===== src/rtl/mem_io_port_unit.sv =====
// Memory-stage address decoder plus memory-mapped I/O block.
// It either routes a load/store to the data RAM or serves it from the port registers.
module mem_io_port_unit #(
    parameter logic [31:0] IO_BASE   = 32'h1001_0400,
    parameter int unsigned IN_WIDTH  = 8,
    parameter logic [31:0] OUT_RESET = 32'h0000_0000
) (
    input  logic                clk,
    input  logic                reset,
    input  logic [31:0]         Address,
    input  logic [31:0]         WriteData,
    input  logic                MemRead,
    input  logic                MemWrite,
    input  logic [31:0]         RAMReadData,
    input  logic [IN_WIDTH-1:0] PortIn,
    output logic                RAMMemRead,
    output logic                RAMMemWrite,
    output logic [31:0]         ReadData,
    output logic [31:0]         PortOut,
    output logic                InChanged
);

    localparam int unsigned DATA_W   = 32;
    localparam logic [1:0]  OFF_OUT  = 2'd0;
    localparam logic [1:0]  OFF_IN   = 2'd1;
    localparam logic [1:0]  OFF_STAT = 2'd2;
    localparam logic [1:0]  OFF_MASK = 2'd3;

    logic [DATA_W-1:0]   r_port_out;
    logic [IN_WIDTH-1:0] r_sync1;
    logic [IN_WIDTH-1:0] r_sync2;
    logic [IN_WIDTH-1:0] r_last;
    logic [IN_WIDTH-1:0] r_edge_mask;
    logic                r_changed;

    logic                w_io_sel;
    logic [1:0]          w_off;
    logic                w_io_rd;
    logic                w_io_wr;
    logic                w_stat_rd;
    logic                w_change;
    logic [DATA_W-1:0]   w_io_rdata;
    logic                w_unused_addr;

    // Only whole-word accesses exist, so the byte offset carries no information.
    assign w_unused_addr = &{1'b0, Address[1:0]};

    assign w_io_sel  = (Address[31:4] == IO_BASE[31:4]);
    assign w_off     = Address[3:2];
    assign w_io_rd   = MemRead & w_io_sel;
    assign w_io_wr   = MemWrite & w_io_sel;
    assign w_stat_rd = w_io_rd & (w_off == OFF_STAT);
    assign w_change  = |((r_sync2 ^ r_last) & r_edge_mask);

    assign RAMMemRead  = MemRead & ~w_io_sel;
    assign RAMMemWrite = MemWrite & ~w_io_sel;

    // Register read mux; reads always see the pre-write value.
    always_comb begin
        w_io_rdata = '0;
        case (w_off)
            OFF_OUT:  w_io_rdata = r_port_out;
            OFF_IN:   w_io_rdata = DATA_W'(r_sync2);
            OFF_STAT: w_io_rdata = DATA_W'(r_changed);
            OFF_MASK: w_io_rdata = DATA_W'(r_edge_mask);
            default:  w_io_rdata = '0;
        endcase
    end

    always_comb begin
        ReadData = '0;
        if (w_io_rd) begin
            ReadData = w_io_rdata;
        end else if (MemRead) begin
            ReadData = RAMReadData;
        end
    end

    // Input synchronizer, change detector and writable registers.
    always_ff @(posedge clk) begin
        if (!reset) begin
            r_port_out  <= OUT_RESET;
            r_sync1     <= '0;
            r_sync2     <= '0;
            r_last      <= '0;
            r_edge_mask <= '1;
            r_changed   <= 1'b0;
        end else begin
            r_sync1 <= PortIn;
            r_sync2 <= r_sync1;
            r_last  <= r_sync2;
            // A fresh event on the same edge as a STATUS read must survive.
            if (w_change) begin
                r_changed <= 1'b1;
            end else if (w_stat_rd) begin
                r_changed <= 1'b0;
            end
            if (w_io_wr && (w_off == OFF_OUT)) begin
                r_port_out <= WriteData;
            end
            if (w_io_wr && (w_off == OFF_MASK)) begin
                r_edge_mask <= WriteData[IN_WIDTH-1:0];
            end
        end
    end

    assign PortOut   = r_port_out;
    assign InChanged = r_changed;

endmodule


===== config.mk =====
export PLATFORM = sky130hd
export DESIGN_NAME = mem_io_port_unit
export DESIGN_NICKNAME = d
export VERILOG_FILES = /design/src/rtl/mem_io_port_unit.sv
export SDC_FILE = /design/constraint.sdc
export NUM_CORES = 1
export LEC_CHECK = 0
export CAP_MARGIN = 5
export CORE_ASPECT_RATIO = 0.5
export CORE_MARGIN = 1.5
export CORE_UTILIZATION = 40
export CTS_CLUSTER_DIAMETER = 40
export DETAILED_ROUTE_END_ITERATION = 10
export GPL_TIMING_DRIVEN = 0
export PLACE_DENSITY = 0.86
export SLEW_MARGIN = 20
export SYNTH_ARGS = -nofsm -noshare
export SYNTH_HDL_FRONTEND = slang
export SYNTH_SLANG_ARGS = --single-unit

===== constraint.sdc =====
create_clock -name clk -period 1.89 [get_ports clk]
set_input_delay 0.2835 -clock clk [delete_from_list [all_inputs] [get_ports clk]]
set_output_delay 0.2835 -clock clk [all_outputs]
set_load 0.01 [all_outputs]

======== Word-level counts from Yosys, hierarchy flattened ========
Index checks and enable logic that the tools add are counted.
cells by class
  equal/unequal tests ..................... 4
  muxes and demuxes ....................... 5
  bitwise logic cells ..................... 8
  reduce and logical (&&, ||, !) cells .... 5
operator list
  operator                                                            number
  32-bit case mux with 4 select lines                                 1
  32-bit two-way mux                                                  2
  28-bit by 25-bit == test with 1-bit output (second input constant)  1
  8-bit bitwise AND                                                   1
  8-bit OR reduction                                                  1
  8-bit XOR                                                           1
  1-bit bitwise AND                                                   5
  2-bit == test (second input constant)                               2
  2-bit by 1-bit == test with 1-bit output (second input constant)    1
  1-bit logical AND                                                   2
  2-bit zero test                                                     1
  1-bit two-way mux                                                   2
  2-bit nonzero test                                                  1
  1-bit NOT                                                           1
storage, ports and cells
  bits in registers ....................... 65

======== Depth between registers and ports, before layout ========
  depth after elaboration ................. 5
  gate-level depth with buffers ........... 6
  depth with buffers taken out ............ 4

======== Worst setup path after synthesis ========
Ideal clock, no wire load.
  kind .................................... in2out
  start ................................... input Address[13]
  end ..................................... output ReadData[29]
  arrival time ............................ 1.496 ns
  setup slack ............................. 0.111 ns
  stages .................................. 5
  path buffers ............................ 1
  path through ............................ nor4_2 > nand4_2 > nor2_4 > buf_4 > mux2i_1
between the ends
  word-level cells in the longest chain between the ends .. 3
ends and longest elaborated chain
  element                                     line  text
  from (decl)                                 10    input logic [31:0] Address,
  28-bit by 25-bit == test with 1-bit output  48    assign w_io_sel = (Address[31:4] == IO_BASE[31:4]);
  1-bit bitwise AND                           50    assign w_io_rd = MemRead & w_io_sel;
  32-bit two-way mux                          72    if (w_io_rd) begin
  to (decl)                                   18    output logic [31:0] ReadData,
No other way between the ends.

======== Final worst setup path ========
  start ................................... input Address[28]
  end ..................................... output ReadData[11]
The elaborated chain is that of the path after synthesis.

==> results_dict.tcl <==
set metrics [dict create \
    core_um2 8029 \
    drc 0 \
    area_growth_pct 71.90 \
    final_cell_mix "clkdlybuf4s50_1, dfxtp_1, nand2_1" \
    cts_tree "done" \
    final_hold_viol_count 0 \
    synth.distinct_cells 32 \
    yosysWarningCount 0 \
    final_cell_area_um2 5710 \
    grt_overflow 0 \
    hold_path.class "flop to flop" \
    period_minus_slack_ns 2.147 \
    place_ws_ns -1.081 \
    ctsHoldBuffers 0 \
    layout-drive-gt1-share_pct 23.89 \
    multiInputGateArea_um2 1921 \
    worst_slew_pin_slew_ns 0.5423 \
    wirelength_met1_um 5041 \
    regArea_um2 1301 \
    cts.sinks 65 \
    max_freq_mhz 465.7 \
    post-route-util_pct 71.12 \
    wl_met2_um 6195 \
    synth_cells 394 \
    grt_usage_pct 26.52 \
    r2r_setup_slack_ns 0.60 \
    placed_area_um2 5174 \
    yosysSeqAreaShare_pct 39.17 \
    rows 23 \
    r2r_end "InChanged" \
    period_share_pct 113.6 \
    root_buffer "clkbuf_16" \
    num-fill-cells 581 \
    synth_area_um2 3322 \
    gp_congestion 0.8653 \
    synthFlopType "dfxtp_1" \
    power_density_nw_per_um2 633.3 \
    drv_slew 0 \
    arrival_ns 1.86 \
    htreeDepth 3 \
    io_buffers 171 \
    clk_path_buf_depth 2 \
    grt_max_degree 15 \
    cts_buffers 9 \
    rsz0062_at_grt "true" \
    finalClockSkew_ns 0.003041 \
    endpoint_kind "primary output" \
    drtIter0Drc 335 \
    grt_first_pass_wirelength_um 18460 \
    violations "setup timing" \
    routed.top_layer "met4" \
    io_pins 175 \
    die_x_um 131.9 \
    wirelength_um 12280 \
    r2r-start "r_sync2[0]" \
    antenna_left 0 \
    die_h_um 67.44 \
    dr_total_vias 3858 \
    status "complete, but fails checks" \
    vias_per_cell 5.366 \
    instances_no_fill 719 \
    min_from "r_sync1[0]" \
    worstPathRequired_ns 1.61 \
    hpwl_um 8173 \
    synth_nets 502 \
    dr.pass1.iters 6 \
    layout_commonest_cell "clkdlybuf4s50_1" \
    fp.dieArea_um2 8894 \
    critical_path.max_fanout 5 \
    synth_edf_count 0 \
    met3_length_um 708 \
    relSlewSlack_pct 63.85 \
    clk_latency_ns 0.34 \
    grt_antenna_before_repair 0 \
    synthesis.area_per_instance_um2 8.431 \
    wl_per_cell_um 17.08 \
    async_flop_share_pct 0 \
    r2r_cells 4 \
    nets 710 \
    crit_type "input port to primary output" \
    synth_seq_cells 65 \
    setup_slack_ns -0.2574 \
    dp_cells 677 \
    finalSetupTns_ns -5.152 \
    setup_viol 35 \
    n_antenna_cell 0 \
    grt_pass1_vias 3630 \
    start_util_pct 41.37 \
    start_kind "input port" \
    power_leakage_uw 0.002184 \
    min_to "r_sync2[0]" \
    clk_pin_slew_worst_paths_ns 0.06 \
    drv_cap 0 \
    ir_drop_uv 618.9 \
    hold_path_depth 1 \
]
==> cell type report <==
type                    instances  area share [%]
plain buffers                  33           4.294
clock buffers                   9           3.944
clock inverters                 7           1.468
inverters                       2          0.1315
multi-input cells             292           33.63
flip-flops and latches         65           22.79
well taps                     112           2.454
repair buffers                199           31.29
==> power breakdown <==
part,internal (uW),total (uW),switching [uW]
Combinational,286,484,198
Clock,1050,1730,681
Sequential,1390,1410,12.8
==> worst max-delay path by stage <==
stage                           start      endpoint
after floorplan           Address[13]  ReadData[29]
after global placement    Address[14]   ReadData[9]
after detailed placement  Address[13]   ReadData[9]
after CTS                  Address[7]   ReadData[9]
after global routing      Address[28]  ReadData[14]
final                     Address[28]  ReadData[11]
==> metal layers <==
metal	global-route usage [%]	vias up
met4	10.83	0
li1	-	1810
met3	6.757	32
met1	30.99	1849
met2	47.84	167
met5	0	-
==> state kept, by name, summed over array words and instances, names as in the netlist <==
name and count:
PortOut 32, r_edge_mask 8, r_last 8, r_sync1 8, r_sync2 8, InChanged 1
==> critical path, stage by stage <==
cell and delay [ns]:
clkdlybuf4s15_1 0.19, nor4b_4 0.20, buf_4 0.17, nand3_4 0.09
nor2_4 0.17, buf_12 0.15, buf_12 0.11, buf_8 0.11
mux2i_1 0.21, buf_2 0.16
==> synth_stat cells (all sizes together), types with 4 or more instances <==
| library cell | number | area share (%) |
|---|---|---|
| a211oi | 7 | 1.6 |
| a21oi | 47 | 7.1 |
| and2 | 25 | 4.7 |
| buf | 18 | 4.1 |
| clkbuf | 17 | 1.9 |
| dfxtp | 65 | 39 |
| mux2i | 31 | 9.3 |
| nand2 | 49 | 5.5 |
| nand3 | 50 | 7.5 |
| nor2 | 9 | 1.2 |
| nor4 | 4 | 2.3 |
| o21ai | 41 | 6.2 |
| xor2 | 8 | 2.1 |
==> cells by family (layout without fill, tap and decap cells) <==
| family | Yosys count | after routing | share of synthesized area (%) |
|---|---|---|---|
| buf+inv | 37 | 250 | 6.252 |
| compound gates | 101 | 101 | 16.35 |
| mux | 32 | 32 | 10.02 |
| flops | 65 | 65 | 39.17 |
| simple gates | 151 | 151 | 26.10 |
| xor+xnor | 8 | 8 | 2.109 |
==> timing repair <==
action,in CTS,in global routing
setup endpoints to repair,34,55
gates cloned,2,0
pin swaps,22,4
resized for setup,284,12
buffers inserted,19,7
==> per-stage QoR <==
stage	power (uW)	hold WS, ns
6_report	3616	0.4341
5_1_grt	3741	0.4430
4_1_cts	3624	0.4273
3_5_place_dp	1934	0.4230
3_3_place_gp	1927	0.4140
2_1_floorplan	1587	0.4108
No activity file was read; power rests on OpenSTA's default activity.
